`src/rtl/uart_rx_8n1.sv`:
```
// uart_rx_8n1 -- 8N1 UART receiver (8 data bits, no parity, 1 stop bit, LSB first).
//
// It takes the serial line from the matching 8N1 transmitter and returns parallel
// bytes. Bit timing comes from CLKS_PER_BIT system clocks per bit. The start bit is
// checked at its midpoint, and each later bit is sampled one full bit period after
// the previous sample.
//
// Ports:
//   clk          system clock; all logic uses the rising edge
//   rst_n        synchronous active-low reset
//   uart_rx      asynchronous serial input, idle high
//   rx_data      received byte; stable while rx_valid=1
//   rx_valid     rx_data holds a byte that has not been consumed
//   rx_ready     consumer takes the byte on an edge where rx_valid & rx_ready
//   busy         receiver is inside a frame (any state other than IDLE)
//   framing_err  one-cycle pulse when the stop bit is sampled as 0
//   overrun      one-cycle pulse when a frame completes while rx_data is still full
//                (the new byte is dropped)

module uart_rx_8n1 #(
    parameter int CLKS_PER_BIT = 434,
    parameter int HALF_BIT     = CLKS_PER_BIT / 2
) (
    input  logic       clk,
    input  logic       rst_n,
    input  logic       uart_rx,
    output logic [7:0] rx_data,
    output logic       rx_valid,
    input  logic       rx_ready,
    output logic       busy,
    output logic       framing_err,
    output logic       overrun
);

    localparam int CNT_W = $clog2(CLKS_PER_BIT);

    localparam logic [CNT_W-1:0] HALF_LAST = CNT_W'(HALF_BIT - 1);
    localparam logic [CNT_W-1:0] BIT_LAST  = CNT_W'(CLKS_PER_BIT - 1);

    typedef enum logic [2:0] {
        S_IDLE,
        S_START,
        S_DATA,
        S_STOP,
        S_BREAK
    } state_t;

    state_t           state_q, state_d;
    logic             sync1_q, sync1_d;
    logic             rx_s_q, rx_s_d;
    logic [CNT_W-1:0] cnt_q, cnt_d;
    logic [2:0]       bit_idx_q, bit_idx_d;
    logic [7:0]       shift_q, shift_d;
    logic [7:0]       rx_data_q, rx_data_d;
    logic             rx_valid_q, rx_valid_d;
    logic             framing_err_q, framing_err_d;
    logic             overrun_q, overrun_d;

    // Two-flop synchronizer. Every decision below uses rx_s_q only.
    always_comb begin
        sync1_d = uart_rx;
        rx_s_d  = sync1_q;
    end

    always_comb begin
        state_d       = state_q;
        cnt_d         = cnt_q;
        bit_idx_d     = bit_idx_q;
        shift_d       = shift_q;
        rx_data_d     = rx_data_q;
        rx_valid_d    = rx_valid_q;
        framing_err_d = 1'b0;
        overrun_d     = 1'b0;

        // A consumed byte frees the register. A byte loaded in STOP on the same edge
        // overrides this below, so rx_valid stays high with the new data.
        if (rx_valid_q && rx_ready) begin
            rx_valid_d = 1'b0;
        end

        unique case (state_q)
            S_IDLE: begin
                cnt_d = '0;
                if (!rx_s_q) begin
                    state_d = S_START;
                end
            end

            S_START: begin
                if (cnt_q == HALF_LAST) begin
                    cnt_d = '0;
                    if (!rx_s_q) begin
                        state_d   = S_DATA;
                        bit_idx_d = 3'd0;
                    end else begin
                        // The line went high before mid-start-bit: a glitch, not a frame.
                        state_d = S_IDLE;
                    end
                end else begin
                    cnt_d = cnt_q + CNT_W'(1);
                end
            end

            S_DATA: begin
                if (cnt_q == BIT_LAST) begin
                    cnt_d     = '0;
                    shift_d   = {rx_s_q, shift_q[7:1]};
                    bit_idx_d = bit_idx_q + 3'd1;
                    if (bit_idx_q == 3'd7) begin
                        state_d = S_STOP;
                    end
                end else begin
                    cnt_d = cnt_q + CNT_W'(1);
                end
            end

            S_STOP: begin
                if (cnt_q == BIT_LAST) begin
                    cnt_d = '0;
                    if (rx_s_q) begin
                        // Return to IDLE at mid-stop-bit so a back-to-back start edge is caught.
                        state_d = S_IDLE;
                        if (!rx_valid_q || rx_ready) begin
                            rx_data_d  = shift_q;
                            rx_valid_d = 1'b1;
                        end else begin
                            overrun_d = 1'b1;
                        end
                    end else begin
                        framing_err_d = 1'b1;
                        state_d       = S_BREAK;
                    end
                end else begin
                    cnt_d = cnt_q + CNT_W'(1);
                end
            end

            S_BREAK: begin
                // Stay here while the line is held low, so a break is not decoded
                // as a stream of 0x00 frames.
                cnt_d = '0;
                if (rx_s_q) begin
                    state_d = S_IDLE;
                end
            end

            default: begin
                state_d = S_IDLE;
                cnt_d   = '0;
            end
        endcase
    end

    always_ff @(posedge clk) begin
        if (!rst_n) begin
            sync1_q       <= 1'b1;
            rx_s_q        <= 1'b1;
            state_q       <= S_IDLE;
            cnt_q         <= '0;
            bit_idx_q     <= 3'd0;
            shift_q       <= 8'h00;
            rx_data_q     <= 8'h00;
            rx_valid_q    <= 1'b0;
            framing_err_q <= 1'b0;
            overrun_q     <= 1'b0;
        end else begin
            sync1_q       <= sync1_d;
            rx_s_q        <= rx_s_d;
            state_q       <= state_d;
            cnt_q         <= cnt_d;
            bit_idx_q     <= bit_idx_d;
            shift_q       <= shift_d;
            rx_data_q     <= rx_data_d;
            rx_valid_q    <= rx_valid_d;
            framing_err_q <= framing_err_d;
            overrun_q     <= overrun_d;
        end
    end

    assign rx_data     = rx_data_q;
    assign rx_valid    = rx_valid_q;
    assign busy        = (state_q != S_IDLE);
    assign framing_err = framing_err_q;
    assign overrun     = overrun_q;

endmodule

```
`config.mk`:
```
export PLATFORM = sky130hd
export DESIGN_NAME = uart_rx_8n1
export DESIGN_NICKNAME = d
export VERILOG_FILES = /design/src/rtl/uart_rx_8n1.sv
export SDC_FILE = /design/constraint.sdc
export NUM_CORES = 1
export LEC_CHECK = 0
export ABC_AREA = 1
export CAP_MARGIN = 25
export CORE_ASPECT_RATIO = 1.25
export CORE_UTILIZATION = 50
export CTS_BUF_LIST = sky130_fd_sc_hd__clkbuf_4
export CTS_CLUSTER_SIZE = 40
export DETAILED_ROUTE_END_ITERATION = 10
export PLACE_DENSITY = 0.83
export SYNTH_ARGS = -nofsm -noshare
export SYNTH_HDL_FRONTEND = slang
export SYNTH_SLANG_ARGS = --single-unit
```
`constraint.sdc`:
```
create_clock -name clk -period 1.4 [get_ports clk]
set_input_delay 0.28 -clock clk [delete_from_list [all_inputs] [get_ports clk]]
set_output_delay 0.28 -clock clk [all_outputs]
set_load 0.05 [all_outputs]
```
Word level (Yosys, flattened, before mapping)
Index checks and enable logic that the tools add are counted.
{ "word_totals": {"register_bits": 36, "inputBits": 4} }
{ "op_classes": {"add_sub_neg": 2, "muxes": 23, "n_reduce_logical": 13, "eq_ne": 14} }
{ "op_table": {"columns": ["op", "count"], "rows": [
  ["$mux 3", 10],
  ["$mux 9", 2],
  ["$pmux 9 s2", 1],
  ["$pmux 3 s5", 1],
  ["$ne 2x2->1 const B", 7],
  ["$reduce_and 4->1", 3],
  ["$add 9x1->9 const B", 1],
  ["$eq 9x8->1 const B", 1],
  ["$eq 9x9->1 const B", 1],
  ["$mux 1", 7],
  ["$eq 3x2->1 const B", 2],
  ["$eq 3x3->1 const B", 2],
  ["$pmux 3 s2", 1],
  ["$reduce_and 6->1", 1],
  ["$add 3x1->3 const B", 1],
  ["$eq 3x1->1 const B", 1],
  ["$logic_not 3->1", 1],
  ["$reduce_and 3->1", 1],
  ["$reduce_bool 3->1", 1],
  ["$mux 2", 1],
  ["$reduce_and 2->1", 1],
  ["$reduce_bool 2->1", 1],
  ["$reduce_or 2->1", 1],
  ["$logic_and 1x1->1", 1],
  ["other kinds (2)", 2]
]} }

Depth between registers and ports, before layout
Gate-level depths: netlist of the first run.
{ "depth": {"ltp_word": 6, "depth_mapped": 11} }

Worst setup path after synthesis of the first run
No wires, ideal clock.
{ "synth_path": {"kind": "reg-to-reg", "start": "register rx_valid_q, in the netlist rx_valid", "end": "register rx_data_q[0], in the netlist rx_data[0]", "synth_period_minus_slack_ps": 1383, "t_arrival_ps": 1267, "path_stages_with_launch": 6, "slack_ps": 17, "cell_sequence": "dfxtp_1 -> inv_1 -> nor2_1 -> nor2_8 -> o21ai_0 -> nor2_1"} }
{ "synth_between": {"elab_chain_cells": 3} }
{ "synth_rtl": {"columns": ["element", "line_no", "text"], "rows": [
  ["start: declaration", "55", "logic rx_valid_q, rx_valid_d;"],
  ["start signal: assignment", "174", "rx_valid_q <= rx_valid_d;"],
  ["$logic_not 1->1", "123", "if (!rx_valid_q || rx_ready) begin"],
  ["$logic_or 1x1->1", "123", null],
  ["$reduce_and 4->1 (no source line)", null, null],
  ["end signal: assignment", "173", "rx_data_q <= rx_data_d;"],
  ["end: declaration", "54", "logic [7:0] rx_data_q, rx_data_d;"]
]} }
Every way passes these cells.
A chain may end at the register's enable or synchronous reset.

Final worst setup path of the first run
{ "layout_path": {"start": "register cnt_q[1]", "end": "register shift_q[7]"} }
{ "layout_between": {"elab_chain_cells": 2} }
{ "layout_rtl": {"columns": ["element", "line_no", "text"], "rows": [
  ["start: declaration", "51", "logic [CNT_W-1:0] cnt_q, cnt_d;"],
  ["start signal: assignment", "170", "cnt_q <= cnt_d;"],
  ["$eq 9x9->1", "105", "if (cnt_q == BIT_LAST) begin"],
  ["$reduce_and 2->1 (no source line)", null, null],
  ["end signal: assignment", "172", "shift_q <= shift_d;"],
  ["end: declaration", "53", "logic [7:0] shift_q, shift_d;"]
]} }
Every way passes these cells.

==> out/qor.txt, run 1 <==
Vias in the first global route: 1365
CTS tree: built
Gpl congestion: 0.8198
WS Path Type: reg -> reg
Slowest cell on crit path: dfxtp_2
Seq/Total Area, Yosys: 45.64%
DR vias: 1493
Crit path cell chain: inv_2 -> ha_4 -> nand2_4 -> nor2_4 -> nand2_4 -> buf_12 -> nor2_4 -> buf_6 -> o21ai_1 -> a21oi_1
FF-to-FF Start: cnt_q[1]
Leak Pwr: 0.001012 uW
CTS H-tree depth: 2
Relative slew slack: 71.75%
CP peak stage delay: 340 ps
Unique cell type count in the Yosys netlist: 27
Gate Count Post-Synth: 207
Worst Skew: 9.411 ps
Most common cell after layout, fill and taps aside: nor2_1
Syn_nets: 216
Post-Syn Area per Cell: 7.628 um^2
Worst Path Required: 1680 ps
Multi-input logic area: 973.4 um^2
Most frequent cells in the layout: nor2_1 (40), dfxtp_1 (30), inv_1 (20)
Initial Util: 53.11%
Startpoint types: flip-flop
Worst path bufs/invs: 3
Peak VDD IR: 0.001012 V
Diodes inserted: 0
Tightest Pin Transition: 421.5 ps
Worst R2R End: shift_q[7]
Critical path's top delay family: buffers and inverters
Pins Over Slew Limit: 0
Nets: 258
Crit Path Max Fanout: 8
Hold Startpoint: rx_s_d
Hold endpoint: rx_s_q
Detail Route Antenna Nets: 0
Drt via density: 5.239
Crit path arrival time: 1800 ps
Die ar.: 0.003388 mm^2
Final hold slack: 435.9 ps
Gr ovfl total: 0
Fmax: 658.3 MHz
FF+latch area: 733.2 um^2
Pre-antenna DRT Iters: 5
Setup crit end kind: flip-flop
Fill count: 188
CTS clk-pin slew, worst paths: 110 ps
Synth-to-layout area growth: 49.45%
Flop-to-flop setup slack: -120 ps
GR Util All Layers: 24.61%
CTS Buf Count: 5
DRT Wirelength: 4082 um
Final core utilization: 79.38%
Power Total: 3040 uW
Synth Register Bits: 36
RSZ-0062 raised after global routing: true
Core area: 0.002973 mm^2
Hpwl dp: 2330 um
Largest net degree at the start of global routing: 21
IO buf count: 15
Run status: finished, violations left
Sink Count: 36
Die Span X: 52.27 um
Failing checks: negative setup slack
Pwr/cell area: 1288 mW/mm^2
Hold depth: 1
DR DRC count: 0
I/O Pins: 16
Worst Reg-to-Reg Cells: 10
Overall die height: 64.83 um
Share of layout cells above drive strength 1: 42.57%
Mapped cell area: 0.001579 mm^2
Hold crit path type: reg -> reg
FP Rows: 22
Root buf cell: clkbuf_4
First-pass GRT wire length: 6037 um
Initial antenna violation count: 0
Clock Latency Late Sink: 350 ps
Final setup fails: 29
Period minus WS final: 1519 ps
Max clock buf depth: 2
Drt wl/cell: 14.32 um
Setup ws final: -119.0 ps
Final Hold Viols: 0
Tcrit/Tclk final: 108.5%
Yosys warns: 0
DRT iter0 DRCs: 40
Max Cap Viol: 0
sequential cells by signal (all words and copies together) (netlist names):
register and flops:
cnt_q 9, rx_data 8, shift_q 8, bit_idx_q 3, state_q 3, framing_err 1
overrun 1, rx_s_d 1, rx_s_q 1, rx_valid 1
cells by family (layout without fill, tap and decap cells):
kind of cell / count (synthesis) / after routing / share of synthesized area (%)
and+or+nand+nor: 110 / 112 / 33.68
DFF: 36 / 36 / 45.64
buffers and inverters: 28 / 68 / 7.131
AOI/OAI and AO/OA: 25 / 25 / 7.924
adders and majority gates: 5 / 5 / 3.962
xor gates and xnor gates: 3 / 3 / 1.664
stage by stage:
stage               area (um^2)  setup WS (ps)  cells  setup TNS [ps]
finish                     2360         -119.0    285           -1540
global placement           2006         -86.78    272          -806.6
floorplan                  1579          16.79    207               0
CTS                        2212         -130.1    283           -1947
global route               2360         -186.5    285           -4321
detailed placement         2006         -120.7    272           -2089
where the power goes:
part / total, uW / internal, uW / switching (uW)
registers: 1200 / 1100 / 104
clock network: 515 / 175 / 340
logic: 1330 / 494 / 831
how the worst max path moves through the flow:
stage,start,endpoint,cells after the start
after floorplan,rx_valid,rx_data[0],5
after global placement,rst_n,cnt_q[5],5
after detailed placement,cnt_q[0],cnt_q[6],10
after CTS,cnt_q[1],rx_data[1],11
after global routing,cnt_q[1],rx_data[6],11
final,cnt_q[1],shift_q[7],10
worst reg2reg max path: stages (launching register included):
cell,delay [ps]
dfxtp_2,340
inv_2,80
ha_4,140
nand2_4,50
nor2_4,100
nand2_4,90
buf_12,140
nor2_4,130
buf_6,160
o21ai_1,60
a21oi_1,140
what timing repair did:
item / CTS / global route
pin swaps: 23 / 24
endpoints found under the setup margin: 26 / 34
gates resized for setup: 39 / 43
setup buffers: 2 / 2
cloned: 2 / 0
hold endpoints to repair: 0 / 0
hold buffers: 0 / 0
synthesized netlist by cell type (all sizes together):
master	count	area, um^2
nor2	57	240.2
dfxtp	36	720.7
nand2	31	126.4
inv	25	96.34
o21ai	17	85.08
nand3	10	67.57
a21oi	8	40.04
nor3	6	41.29
ha	5	62.56
nor3b	3	37.54
buf	2	12.51
or2	2	12.51
xor2	2	17.52
clkbuf	1	3.750
nand4	1	6.260
xnor2	1	8.760
cell type report:
cell class	count	share of cell area [%]
Multi-Input combinational cell	145	41.25
Sequential cell	36	31.07
Timing Repair Buffer	36	19.46
Inverter	25	4.401
Tap cell	36	1.909
Clock buffer	5	1.591
Clock inverter	2	0.3181
routing by layer:
metal / part of all wire [%] / track usage (%) / vias to the layer above
li1: - / - / 735
met1: 38 / 26.28 / 701
met2: 55 / 43.43 / 43
met3: 3.1 / 7.512 / 14
met4: 3.3 / 10.53 / 0
met5: 0 / 0 / -
Power figures use the tool's default switching activity.
==> inputs of run 2 (changes only) <==
TNS_END_PERCENT = 100   (was default)
==> results of run 2 <==
No change in the layout: final DEF, timing and power equal those of run 1.
==> inputs of run 3 (changes only) <==
SKIP_CTS_REPAIR_TIMING = 1   (was default)
==> out/qor.txt, run 3 (synthesis gave the netlist of run 1 again) <==
Pre-antenna DRT Iters: 4
Max reg flops: 9
Setup ws final: -141.3 ps
Final hold slack: 435.5 ps
Die Span X: 52.27 um
Pwr/cell area: 1318 mW/mm^2
Multi-input logic area: 883.3 um^2
Hold endpoint: rx_s_q
Pins Over Slew Limit: 0
I/O Pins: 16
Tightest Pin Transition: 393.6 ps
Worst path bufs/invs: 2
Synth-to-layout area growth: 41.76%
Crit path cell chain: inv_2 -> ha_4 -> nand2_2 -> nor2_2 -> nand2_2 -> nand2_1 -> inv_1 -> nor2_4 -> nand3_2 -> nand2_2 -> nor2_1
Root buf cell: clkbuf_4
Leak Pwr: 0.0009715 uW
Worst R2R End: state_q[1]
Initial antenna violation count: 0
Relative slew slack: 73.56%
IO buf count: 15
RSZ-0062 raised after global routing: true
Sink Count: 36
Final core utilization: 75.29%
CTS Buf Count: 5
Max Cap Viol: 0
Hold depth: 1
CTS tree: built
Overall die height: 64.83 um
Hpwl dp: 2330 um
Die ar.: 0.003388 mm^2
Reg with most FFs: cnt_q
Period minus WS final: 1541 ps
Hold Startpoint: rx_s_d
Initial Util: 53.11%
Largest net degree at the start of global routing: 21
Flop-to-flop setup slack: -140 ps
Core area: 0.002973 mm^2
Peak VDD IR: 0.001010 V
Fill count: 205
Max clock buf depth: 2
Most common cell after layout, fill and taps aside: nor2_1
CTS clk-pin slew, worst paths: 110 ps
Most frequent cells in the layout: nor2_1 (42), dfxtp_1 (32), nand2_1 (21)
FF-to-FF Start: cnt_q[1]
DR vias: 1437
CTS H-tree depth: 2
Gpl congestion: 0.8198
Drt via density: 5.078
Crit-path most repeated cell: nand2_2
Final Hold Viols: 0
Share of layout cells above drive strength 1: 35.22%
Worst Path Required: 1640 ps
CP peak stage delay: 340 ps
Critical path's top delay family: simple AND/OR/NAND/NOR gates
Setup crit end kind: flip-flop
Run status: finished, violations left
Failing checks: negative setup slack
Crit Path Max Fanout: 4
Final setup fails: 32
Drt wl/cell: 13.13 um
Detail Route Antenna Nets: 0
Power Total: 2950 uW
Final Non-Filler Cells: 283
GR Util All Layers: 22.36%
FF+latch area: 728.2 um^2
First-pass GRT wire length: 5568 um
Crit path arrival time: 1780 ps
Placed insts: 272
Startpoint types: flip-flop
Setup TNS: -2465 ps
Vias in the first global route: 1321
DRT Wirelength: 3716 um
Worst Reg-to-Reg Cells: 11
Worst Skew: 9.749 ps
WS Path Type: reg -> reg
Nets: 256
Tcrit/Tclk final: 110.1%
Diodes inserted: 0
Gr ovfl total: 0
FP Rows: 22
DR DRC count: 0
Fmax: 648.8 MHz
Slowest cell on crit path: dfxtp_2
DRT iter0 DRCs: 30
Clock Latency Late Sink: 340 ps
Hold crit path type: reg -> reg
==> run 3: cell types whose count changed in the layout (fill, tap and decap cells not counted), sizes merged <==
cell | previous run | this run
buf | 33 | 32
nand2 | 32 | 31
==> run 3: worst register-to-register path: stages (launching register included) <==
cell and delay (ps):
dfxtp_2 340, inv_2 80, ha_4 130, nand2_2 50
nor2_2 110, nand2_2 80, nand2_1 190, inv_1 130
nor2_4 140, nand3_2 90, nand2_2 70, nor2_1 30
==> run 3: through the flow <==
stage	instance area, um^2	worst slack [ps]
3_3_place_gp	2006	-86.78
5_1_grt	2238	-218.9
3_5_place_dp	2006	-120.7
2_1_floorplan	1579	16.79
4_1_cts	2051	-171.4
6_report	2238	-141.3
==> run 3: worst max-delay path by stage <==
stage	slack, ps	end	from	cells after the start
global placement	-90	cnt_q[5]	rst_n	5
finish	-140	state_q[1]	cnt_q[1]	11
detailed placement	-120	cnt_q[6]	cnt_q[0]	10
global route	-220	cnt_q[3]	state_q[0]	6
CTS	-170	state_q[2]	cnt_q[0]	12
floorplan	20	rx_data[0]	rx_valid	5
==> run 3: layout make-up <==
cell class	count	share of cell area (%)
well taps	36	2.012
inverters	25	4.528
flip-flops and latches	36	32.53
multi-input cells	144	39.46
repair buffers	35	19.45
clock inverters	2	0.3354
clock buffers	5	1.677
==> run 3: layer usage <==
| metal | vias up | track usage (%) | routed length, um | share of wire (%) |
|---|---|---|---|---|
| met4 | 0 | 11.18 | 196 | 5.3 |
| li1 | 729 | - | - | - |
| met5 | - | 0 | 0 | 0 |
| met2 | 34 | 37.18 | 1923 | 52 |
| met3 | 17 | 7.981 | 122 | 3.3 |
| met1 | 657 | 24.53 | 1474 | 40 |
==> run 3: report_power, final <==
part           internal (uW)  leakage [uW]  switching, uW
Sequential              1090      0.000293           82.4
Clock                    175     0.0000261            327
Combinational            494      0.000652            785
Total                   1760      0.000971           1190
